### config.mk
export PLATFORM = sky130hd
export DESIGN_NAME = redun_sq_loop_ctrl
export DESIGN_NICKNAME = d
export VERILOG_FILES = /design/src/rtl/redun_mont_pkg.sv /design/src/rtl/redun_sq_loop_ctrl.sv
export SDC_FILE = /design/constraint.sdc
export NUM_CORES = 1
export LEC_CHECK = 0
export ABC_AREA = 1
export BUFFER_PORTS_ARGS = -buffer_cell sky130_fd_sc_hd__buf_2
export CORE_MARGIN = 2
export CORE_UTILIZATION = 58
export CTS_CLUSTER_DIAMETER = 50
export DETAILED_ROUTE_END_ITERATION = 6
export PLACE_DENSITY = 0.83
export SYNTH_ARGS = -nofsm -noshare
export SYNTH_HDL_FRONTEND = slang
export SYNTH_SLANG_ARGS = --single-unit
### constraint.sdc
create_clock -name i_clk -period 6.35 [get_ports i_clk]
set_clock_uncertainty 0.15 [all_clocks]
set_input_delay 0.635 -clock i_clk [delete_from_list [all_inputs] [get_ports i_clk]]
set_output_delay 0.635 -clock i_clk [all_outputs]
set_load 0.1 [all_outputs]
### src/rtl/redun_mont_pkg.sv
// Shared types for the redundant Montgomery squaring path.
// Holds the word layout of redun0_t and the loop sequencer state encoding.
package redun_mont_pkg;

  localparam int NUM_WRDS = 4;
  localparam int WRD_BITS = 16;

  typedef logic [NUM_WRDS-1:0][WRD_BITS-1:0] redun0_t;

  typedef enum logic [2:0] {
    IDLE,
    WAIT_LOCK,
    ISSUE,
    WAIT_RES,
    DONE,
    ERR
  } sq_ctrl_state_t;

endpackage

### src/rtl/redun_sq_loop_ctrl.sv
// Host-side squaring loop sequencer for redun_wrapper: seed, issue, feed back, count.
// Ports: i_clk/i_rst_n, host i_go/i_abort/i_iter/i_init, status o_busy/o_done/o_err,
// o_result/o_iter_cnt, wrapper o_start/o_sq_in, i_sq_out/i_valid/i_locked.
module redun_sq_loop_ctrl
  import redun_mont_pkg::*;
#(
  parameter int ITER_BITS   = 64,
  parameter int LOCK_STABLE = 16,
  parameter int TIMEOUT_CYC = 4096
) (
  input  logic                 i_clk,
  input  logic                 i_rst_n,
  input  logic                 i_go,
  input  logic                 i_abort,
  input  logic [ITER_BITS-1:0] i_iter,
  input  redun0_t              i_init,
  output logic                 o_busy,
  output logic                 o_done,
  output logic                 o_err,
  output redun0_t              o_result,
  output logic [ITER_BITS-1:0] o_iter_cnt,
  output logic                 o_start,
  output redun0_t              o_sq_in,
  input  redun0_t              i_sq_out,
  input  logic                 i_valid,
  input  logic                 i_locked
);

  localparam int LW = $clog2(LOCK_STABLE + 1);
  localparam int TW = $clog2(TIMEOUT_CYC + 1);
  localparam logic [LW-1:0] LOCK_LAST = LW'(LOCK_STABLE - 1);
  localparam logic [TW-1:0] TMO_LAST  = TW'(TIMEOUT_CYC - 1);

  sq_ctrl_state_t       state, state_n;
  logic [ITER_BITS-1:0] iter_q, iter_n;
  logic [ITER_BITS-1:0] cnt_n, cnt_inc;
  logic [LW-1:0]        lock_q, lock_n;
  logic [TW-1:0]        tmo_q, tmo_n;
  redun0_t              result_n, sqin_n;
  logic                 start_n, done_n;

  assign cnt_inc = o_iter_cnt + ITER_BITS'(1);

  always_comb begin
    state_n  = state;
    iter_n   = iter_q;
    lock_n   = lock_q;
    tmo_n    = tmo_q;
    result_n = o_result;
    cnt_n    = o_iter_cnt;
    sqin_n   = o_sq_in;
    start_n  = 1'b0;
    done_n   = 1'b0;
    if (i_abort) begin
      state_n = IDLE;
    end else begin
      unique case (state)
        IDLE, DONE, ERR: begin
          if (i_go) begin
            iter_n   = i_iter;
            result_n = i_init;
            cnt_n    = '0;
            lock_n   = '0;
            if (i_iter == '0) begin
              state_n = DONE;
              done_n  = 1'b1;
            end else begin
              state_n = WAIT_LOCK;
            end
          end
        end
        WAIT_LOCK: begin
          if (!i_locked) begin
            lock_n = '0;
          end else if (lock_q == LOCK_LAST) begin
            state_n = ISSUE;
          end else begin
            lock_n = lock_q + LW'(1);
          end
        end
        ISSUE: begin
          // start is registered, so a lost lock here suppresses it
          if (!i_locked) begin
            state_n = ERR;
          end else begin
            start_n = 1'b1;
            sqin_n  = o_result;
            tmo_n   = '0;
            state_n = WAIT_RES;
          end
        end
        WAIT_RES: begin
          // a response in the expiry cycle still counts
          if (!i_locked) begin
            state_n = ERR;
          end else if (i_valid) begin
            result_n = i_sq_out;
            cnt_n    = cnt_inc;
            if (cnt_inc == iter_q) begin
              state_n = DONE;
              done_n  = 1'b1;
            end else begin
              state_n = ISSUE;
            end
          end else if (tmo_q == TMO_LAST) begin
            state_n = ERR;
          end else begin
            tmo_n = tmo_q + TW'(1);
          end
        end
        default: state_n = IDLE;
      endcase
    end
  end

  always_ff @(posedge i_clk or negedge i_rst_n) begin
    if (!i_rst_n) begin
      state      <= IDLE;
      iter_q     <= '0;
      lock_q     <= '0;
      tmo_q      <= '0;
      o_result   <= '0;
      o_iter_cnt <= '0;
      o_sq_in    <= '0;
      o_start    <= 1'b0;
      o_done     <= 1'b0;
      o_busy     <= 1'b0;
      o_err      <= 1'b0;
    end else begin
      state      <= state_n;
      iter_q     <= iter_n;
      lock_q     <= lock_n;
      tmo_q      <= tmo_n;
      o_result   <= result_n;
      o_iter_cnt <= cnt_n;
      o_sq_in    <= sqin_n;
      o_start    <= start_n;
      o_done     <= done_n;
      o_busy     <= state_n inside {WAIT_LOCK, ISSUE, WAIT_RES};
      o_err      <= (state_n == ERR);
    end
  end

endmodule
=== Word level (Yosys, flattened, before mapping) ===
Cells that the tools add are included.

* Memories kept: 0
* Register bits after elaboration: 281
* Output and inout bits: 196
* Word-level logic and storage cells: 90
* Memory bits (read-only): 0
* Latch bits: 0
* Memory bits (writable): 0

* Bitwise operators: 1
* Shifts and indexed selects: 0
* Reduce and logical (&&, ||, !) cells: 12
* $mul: 0
* Multiplexer cells: 38
* Div/mod/pow operators: 0
* Order comparisons: 0
* Eq/ne operators: 19
* Add/sub/neg operators: 3

{| class="wikitable"
|+ Operators by type and width
! operator !! count
|-
| $mux 64 || 6
|-
| $pmux 64 s2 || 2
|-
| $add 64x1->64 const B || 1
|-
| $eq 64x64->1 || 1
|-
| $logic_not 64->1 || 1
|-
| $mux 13 || 4
|-
| $mux 3 || 10
|-
| $pmux 13 s2 || 1
|-
| $mux 5 || 3
|-
| $add 13x1->13 const B || 1
|-
| $eq 13x12->1 const B || 1
|-
| $eq 3x2->1 const B || 4
|-
| $ne 2x2->1 const B || 6
|-
| $pmux 3 s4 || 1
|-
| $pmux 5 s2 || 1
|-
| $eq 3x3->1 const B || 3
|-
| $mux 1 || 9
|-
| $eq 3x1->1 const B || 2
|-
| $reduce_and 3->1 || 2
|-
| $reduce_and 6->1 || 1
|-
| $reduce_bool 2->1 || 3
|-
| $add 5x1->5 const B || 1
|-
| $eq 5x4->1 const B || 1
|-
| $reduce_and 5->1 || 1
|-
| 7 further kinds || 7
|}

=== Depth between registers and ports, before layout ===
Gate-level depths: netlist (run 1).

* Word-level depth: 9
* Mapped depth: 22
* Gate-level depth less buffers: 22

=== Least setup slack after synthesis (run 1) ===
Ideal clock, no wire load.

* Path type: register to register
* Start: reg o_iter_cnt[0]
* End: reg o_busy
* Stages on the path, launching flop included: 21
* Path slack: 3.085 ns
* Clock period less this slack: 3.265 ns
* Library setup time: 0.113 ns
* Arrival time: 3.002 ns
* Path through: dfrtp_1 ha_1 nand2_2 nor2_4 nand2_2 nor2_2 nand2_1 xor2_1 nand2_1 nand2_1 nand2_1 nor2_1 nand3_1 nor2_1 nand3_1 nand2_1 nand2_1 nand2_1 nand2_1 nand2_1 inv_1

* Longest elaborated chain between the ends: 9
* Elaborated cells between the ends (all ways): 11
* Classes of those cells: add/sub (1); eq/ne (4); mux (5); reduce/logical (1)

{| class="wikitable"
|+ RTL lines
! item !! RTL line !! source
|-
| start, declared || redun_sq_loop_ctrl.sv:21 || <nowiki>output logic [ITER_BITS-1:0] o_iter_cnt,</nowiki>
|-
| start signal, assigned || redun_sq_loop_ctrl.sv:135 || <nowiki>o_iter_cnt <= cnt_n;</nowiki>
|-
| $add 64x1->64 (*) || redun_sq_loop_ctrl.sv:42 || <nowiki>assign cnt_inc = o_iter_cnt + ITER_BITS'(1);</nowiki>
|-
| $eq 64x64->1 (*) || redun_sq_loop_ctrl.sv:99 || <nowiki>if (cnt_inc == iter_q) begin</nowiki>
|-
| $mux 3 (*) || redun_sq_loop_ctrl.sv:99 ||
|-
| $mux 3 (*) || redun_sq_loop_ctrl.sv:96 || <nowiki>end else if (i_valid) begin</nowiki>
|-
| $mux 3 (*) || redun_sq_loop_ctrl.sv:94 || <nowiki>if (!i_locked) begin</nowiki>
|-
| $pmux 3 s4 (*) || redun_sq_loop_ctrl.sv:57 || <nowiki>unique case (state)</nowiki>
|-
| $mux 3 (*) || redun_sq_loop_ctrl.sv:54 || <nowiki>if (i_abort) begin</nowiki>
|-
| $eq 3x1->1 or $eq 3x2->1 (tied branches) || redun_sq_loop_ctrl.sv:139 || <nowiki>o_busy <= state_n inside {WAIT_LOCK, ISSUE, WAIT_RES};</nowiki>
|-
| $reduce_bool 3->1 (*) || redun_sq_loop_ctrl.sv:139 ||
|-
| end signal, assigned || redun_sq_loop_ctrl.sv:139 ||
|-
| end, declared || redun_sq_loop_ctrl.sv:17 || <nowiki>output logic o_busy,</nowiki>
|}

Every way passes the cells marked *; elsewhere a longest branch is shown, timed or not.
A chain may end at the register's enable or synchronous reset.

=== Worst setup path after layout (run 1) ===
* Start: reg state[2]
* End: reg o_iter_cnt[11]

* Longest elaborated chain between the ends: 4
* Elaborated cells between the ends (all ways): 11
* Classes of those cells: eq/ne (6); mux (1); reduce/logical (4)

{| class="wikitable"
|+ RTL lines
! item !! RTL line !! source
|-
| start, declared || redun_sq_loop_ctrl.sv:34 || <nowiki>sq_ctrl_state_t state, state_n;</nowiki>
|-
| start signal, assigned || redun_sq_loop_ctrl.sv:130 || <nowiki>state <= state_n;</nowiki>
|-
| $eq 3x3->1 or $logic_not 3->1 (tied branches) || redun_sq_loop_ctrl.sv:57 ||
|-
| $reduce_or 3->1 || redun_sq_loop_ctrl.sv:57 ||
|-
| $ne 2x2->1 (no source line) or $reduce_bool 2->1 (tied branches) || - ||
|-
| $reduce_and 5->1 (no source line) || - ||
|}

Parallel ways exist; a longest one is shown, timed or not.

==> qor.yml, run 1 <==
wl_per_cell_um: 18.8
area_delta_synth_final_pct: 22.5
gp_congestion: 1.11
crit_slowest_cell: "inv_6"
setup_viol: 0
io_pins: 394
clock_sinks: 281
synth_fp_nets: 2245
path_buf_inv: 4
fp.dieW_um: 166
track_usage_pct: 37.4
synth-seq-cells: 281
cts_tree: "built"
drv_slew: 0
min_period_ns: 4.02
netSwitchingFraction_pct: 36.7
grt_pass1_wl_mm: 81.6
p_leak_nw: 9.49
cts_made_buffers: 36
clock_latency_ns: 0.53
cts-resized-gates: 0
fill_cells: 2091
intPower_w: 0.00351
synth_top_area_share_pct: 46.2
dpl.hpwl_mm: 38.5
clkTransAtPathRegs_ns: 0.06
synthCells: 2043
finalSetupTns_ns: 0
hp-class: "input port to asynchronous set/reset pin"
crit_chain: "inv_1 > nand3_2 > buf_4 > o22ai_1 > nand2_1 > inv_6 > buf_4 > nand3_1 > o21ai_0"
hold_viol_final: 0
fin_nets: 2616
rsz0062_at_grt: "false"
yosysMostFrequentCell: "nand2_1"
num_rows: 59
critPathTopFamily: "buffers and inverters"
p_comb_share_pct: 24.8
yosys_warnings: 0
yosysUniqueCellTypes: 45
grt_antenna_before_repair: 3
start_util_pct: 58.8
ir_drop_mv: 0.263
seq_power_share_pct: 38.7
syn_area_per_cell_um2: 7.45
slew_headroom_pct: 28.8
timing.fmax_mhz: 249
grt_pass1_vias: 15100
synth-async-reset-ratio_pct: 100
drt_pass1_iterations: 6
dp_slack_ns: 2.46
utilization_pct: 72.0
yosysSeqAreaShare_pct: 46.2
cp_slowest_stage_delay_ns: 0.72
syn_area_um2: 15200
setup_slack_ns: 2.33
die-area_um2: 27600
yosys-top-cells-area: "dfrtp_1 (46%), nand2_1 (18%), nor2_1 (6.5%)"
synth_ff_type: "dfrtp_1"
synth_top_cell_by_area: "dfrtp_1"
numPortBuffers: 393
drt-total-wl_mm: 52.1
die_h_um: 166
worst_pin_slew_ns: 1.07
worst-setup-path-type: "flop to flop"
grt_max_degree: 153
clk_path_buf_depth: 3
vias_per_cell: 5.73
worstSetupEndpointType: "flop"
drive_gt1_share_pct: 21.3
route.detailed.drc: 0
p_switching_w: 0.00203
required_ns: 6.63
num_vias: 15900
cts_root_buf: "clkbuf_16"
gr-total-overflow: 0
worstPathMaxFanout: 128
synth_commonest_cells: "nand2_1 (733), dfrtp_1 (281), nor2_1 (262)"
startpoint_type: "flop"
crit_arrival_ns: 4.31
maxCapViolCount: 0
antenna_left: 0
htreeDepth: 2
synth_enable_flop_cells: 0
post_cts_buffers: 0
core_area_um2: 25900
cts_hold_buf: 0
timing.final.crit_share_pct: 63.4
initialDrtViolationCount: 1739
crit_path_frequent_cell: "buf_4"
p_clk_share_pct: 36.5
power-per-cell-area_nw_per_um2: 297
status: "completed"
==> logic make-up (layout without fill, tap and decap cells) <==
group	Yosys count	after routing	synth area share, %
and+or+nand+nor	1210	1210	32.8
DFF	281	281	46.2
buffers and inverters	256	652	6.37
AOI/OAI and AO/OA	220	220	8.40
xor gates and xnor gates	47	47	4.12
muxes	25	25	1.85
adders and majority gates	4	4	0.329
other	0	3	0
==> per-layer routing <==
layer	track usage [%]	part of all wire [%]	wire length, um	vias up
li1	-	-	-	7360
met3	9.10	11	5610	163
met2	59.8	46	24000	910
met5	0	0	0	-
met1	50.0	39	20500	7492
met4	13.4	4.0	2100	0
==> metrics by stage <==
stage | power, W | std cells | cell area (um2) | hold WS, ns
floorplan | 0.00316 | 2043 | 15200 | 0.189
CTS | 0.00555 | 2774 | 18600 | 0.128
finish | 0.00554 | 2777 | 18600 | 0.0162
detailed placement | 0.00353 | 2711 | 17500 | 0.303
global route | 0.00573 | 2777 | 18600 | 0.149
global placement | 0.00351 | 2711 | 17500 | 0.299
==> cells in the final DEF (no fill, tap or decap), types with 2 or more instances in the layout <==
master / netlist / layout
clkbuf_16: 0 / 36
nor4_1: 16 / 16
xnor3_1: 14 / 14
inv_8: 0 / 2
nand2_2: 7 / 7
inv_2: 3 / 4
nand3_1: 116 / 114
a21oi_1: 27 / 27
nand3b_1: 16 / 16
a31oi_1: 64 / 64
inv_6: 0 / 4
nand4_1: 25 / 25
nor2_2: 13 / 13
o22ai_1: 48 / 48
nor3_1: 10 / 10
xor2_1: 29 / 29
buf_2: 1 / 392
nand2_1: 733 / 733
clkinv_4: 0 / 3
inv_1: 184 / 183
buf_4: 0 / 7
nor3b_1: 4 / 4
clkbuf_8: 0 / 6
o21ai_0: 63 / 63
xnor2_1: 2 / 2
ha_1: 4 / 4
nor2_1: 262 / 261
dfrtp_1: 281 / 281
o21ai_1: 8 / 8
bufinv_16: 0 / 2
diode_2: 0 / 3
mux2_2: 25 / 25
nor2_4: 4 / 5
clkbuf_1: 61 / 6
clkinv_2: 0 / 3
==> power groups by stage <==
stage | clock (W) | sequential, W | combinational [W]
4_1_cts | 0.00204 | 0.00214 | 0.00137
5_1_grt | 0.00212 | 0.00216 | 0.00145
6_report | 0.00202 | 0.00214 | 0.00138
2_1_floorplan | 0 | 0.00277 | 0.000387
3_3_place_gp | 0 | 0.00216 | 0.00135
3_5_place_dp | 0 | 0.00217 | 0.00136
==> area by class of cell <==
class	count	area [um2]	share of cell area (%)
inverter	188	711	3.81
timing repair buffer	401	2050	11.0
clock inverter	15	174	0.933
antenna	3	7.51	0.0403
tap	335	419	2.25
multi-input combinational	1506	7250	38.9
clock buffer	48	1010	5.39
sequential	281	7030	37.7
==> final timing paths <==
path                                              end  slack (ns)  depth (start not counted)                     from
setup / recovery           o_iter_cnt[11]$_DFFE_PN0P_        2.33                          9       state[2]$_DFF_PN0_
hold / removal                 iter_q[19]$_DFFE_PN0P_        0.02                          1                  i_rst_n
setup reg to reg           o_iter_cnt[11]$_DFFE_PN0P_        2.33                          9       state[2]$_DFF_PN0_
hold reg to reg               o_sq_in[11]$_DFFE_PN0P_        0.31                          2  o_sq_in[11]$_DFFE_PN0P_
max in group asynchronous     o_sq_in[21]$_DFFE_PN0P_        4.66                          2                  i_rst_n
min in group i_clk             iter_q[13]$_DFFE_PN0P_        0.20                          2               i_iter[13]
==> registers in the layout, summed over array words and instances (netlist names) <==
name and count:
o_sq_in 64, lock_q 5, o_done 1, o_err 1, o_result 64, o_busy 1
o_iter_cnt 64, iter_q 64, tmo_q 13, o_start 1, state 3
Power figures use the tool's default switching activity.
==> inputs of run 2 (changes only) <==
Settings changed: CORE_UTILIZATION 58 to 54, PLACE_DENSITY 0.83 to 0.78.
Clock period 6.35 ns to 3.8 ns, I/O delays scaled along.
==> run 2 against run 1 <==
  * Sequential cell count is the same
  * Worst hold slack lost 0.012 ns
  * Utilization grew 2.4 points
  * Wire length grew 21%
  * Cell area grew 11%
  * Global-route usage grew 4.8 points
  * Clock power grew 76%
  * Fmax grew 15%
  * Worst setup slack lost 2.0 ns
  * Sequential power grew 69%
  * Via count grew 9.6%
  * Cell count grew 8.4%
  * Largest power group unchanged
  * Highest routed layer is now met5
==> qor.yml, run 2 (synthesis results as in run 1) <==
initialDrtViolationCount: 2108  # +21%
antenna_left: 0  # unchanged
final_common_cell: "nand2_1"
hold_viol_final: 0  # unchanged
min_period_ns: 3.49  # -0.537 ns
grt_antenna_before_repair: 4  # +1
power-per-cell-area_nw_per_um2: 477  # +60%
num_rows: 61  # +3.4%
finalSetupTns_ns: 0  # unchanged
route.detailed.drc: 0  # unchanged
fill_cells: 2046  # -2.2%
cts-resized-gates: 0  # unchanged
area_delta_synth_final_pct: 35.8
timing.final.crit_share_pct: 91.7  # +28 points
numPortBuffers: 393  # unchanged
maxCapViolCount: 0  # unchanged
gp_congestion: 1.08  # -2.1%
hp-class: "input port to flop"
num_vias: 17500  # +9.6%
drt_pass1_iterations: 5  # -1
clock_latency_ns: 0.53  # about the same
die_h_um: 172  # +3.6%
wl_per_cell_um: 20.9  # +11%
clkTransAtPathRegs_ns: 0.06  # about the same
slew_headroom_pct: 31.3  # +2.5 points
core_area_um2: 27800  # +7.2%
worst-setup-path-type: "flop to flop"
rsz0062_at_grt: "false"
crit_start: "o_iter_cnt[0]$_DFFE_PN0P_"
grt_pass1_vias: 17100  # +13%
hold_depth: 3
layout.area.seq_um2: 7030  # unchanged
die-area_um2: 29600  # +7.2%
startpoint_type: "flop"
required_ns: 4.08  # -2.55 ns
reg2reg_slack_ns: 0.31  # -2.01 ns
final_cell_mix: "nand2_1 (733), buf_2 (392), dfrtp_1 (281)"
worstPathMaxFanout: 7  # -95%
post_dp_cell_area_um2: 17700  # +1.1%
worst_pin_slew_ns: 1.02  # -0.0474 ns
drt-total-wl_mm: 62.8  # +21%
track_usage_pct: 42.2  # +4.8 points
stdcell_area_um2: 20700  # +11%
worstSetupEndpointType: "flop"
drv_slew: 0  # unchanged
multi_input_area_um2: 7250  # unchanged
post_cts_buffers: 0  # unchanged
timing.fmax_mhz: 287  # +15%
fp.dieW_um: 172  # +3.6%
dpl.hpwl_mm: 41.9  # +8.8%
cts_made_buffers: 36  # unchanged
setup_viol: 0  # unchanged
fin_nets: 2803  # +7.1%
ir_drop_mv: 0.446  # +69%
grt_pass1_wl_mm: 95.0  # +16%
crit_arrival_ns: 3.76  # -0.55 ns
clock_sinks: 281  # unchanged
start_util_pct: 54.8  # -4.0 points
whs_ns: 0.00411  # -0.0121 ns
clk_path_buf_depth: 3  # unchanged
vias_per_cell: 5.80  # +1.1%
status: "completed"
htreeDepth: 2  # unchanged
grt_max_degree: 122  # -20%
cts_hold_buf: 176  # +176
drive_gt1_share_pct: 20.4  # -0.92 points
cts_tree: "built"
min-delay-start: "i_iter[3]"
gr-total-overflow: 0  # unchanged
cts_root_buf: "clkbuf_16"
reg2reg_depth: 20  # +11
r2r-start: "o_iter_cnt[0]$_DFFE_PN0P_"
p_leak_nw: 10.3  # +8.4%
io_pins: 394  # unchanged
==> run 2: metal layers <==
layer | global-route usage (%) | up-vias | share of wire [%]
met5 | 1.22 | - | 0.021
met4 | 20.4 | 2 | 6.0
met3 | 13.6 | 301 | 11
met2 | 65.1 | 1170 | 45
met1 | 53.8 | 8255 | 38
li1 | - | 7722 | -
==> run 2: power breakdown <==
part	switching (W)	internal (W)	total, W
clock	0.00138	0.00217	0.00355
combinational	0.00190	0.000793	0.00269
sequential	0.000313	0.00330	0.00361
total	0.00359	0.00626	0.00985
==> run 2: worst max-delay path, cell delays in order, from the launching register on <==
cell     delay (ns)
dfrtp_1        0.48
ha_1           0.25
nand2_2        0.10
nor2_4         0.19
nand2_2        0.10
nor2_2         0.27
nand2_1        0.25
xor2_1         0.34
nand2_1        0.09
nand2_1        0.08
nand2_1        0.05
nor2_1         0.10
nand3_1        0.16
nor2_1         0.16
nand3_1        0.18
nand2_1        0.11
nand2_1        0.05
nand2_1        0.08
nand2_1        0.08
nand2_1        0.08
inv_1          0.03
==> run 2: final cells by class <==
type                            instances  area share, %
Antenna cell                            5         0.0605
Clock buffer                           48           5.11
Clock inverter                         16          0.878
Inverter                              188           3.44
Multi-Input combinational cell       1506           35.1
Sequential cell                       281           34.0
Tap cell                              378           2.29
Timing Repair Buffer                  588           19.1
==> run 2: final timing paths <==
path	end
worst max-delay path	o_busy$_DFF_PN0_
worst min-delay path	iter_q[3]$_DFFE_PN0P_
worst max register to register	o_busy$_DFF_PN0_
worst min register to register	o_sq_in[17]$_DFFE_PN0P_
max in group asynchronous	o_result[22]$_DFFE_PN0P_
min in group asynchronous	o_iter_cnt[15]$_DFFE_PN0P_
==> run 2: metrics by stage <==
stage          power, W  setup slack [ns]  utilization [%]  std cells
6_report        0.00985             0.314             74.4       3010
5_1_grt          0.0102            0.0612             74.4       3008
4_1_cts         0.00973             0.383             74.4       3005
3_5_place_dp    0.00595             0.402             63.6       2765
3_3_place_gp    0.00592             0.438             63.6       2765
2_1_floorplan   0.00528             0.535                -       2043
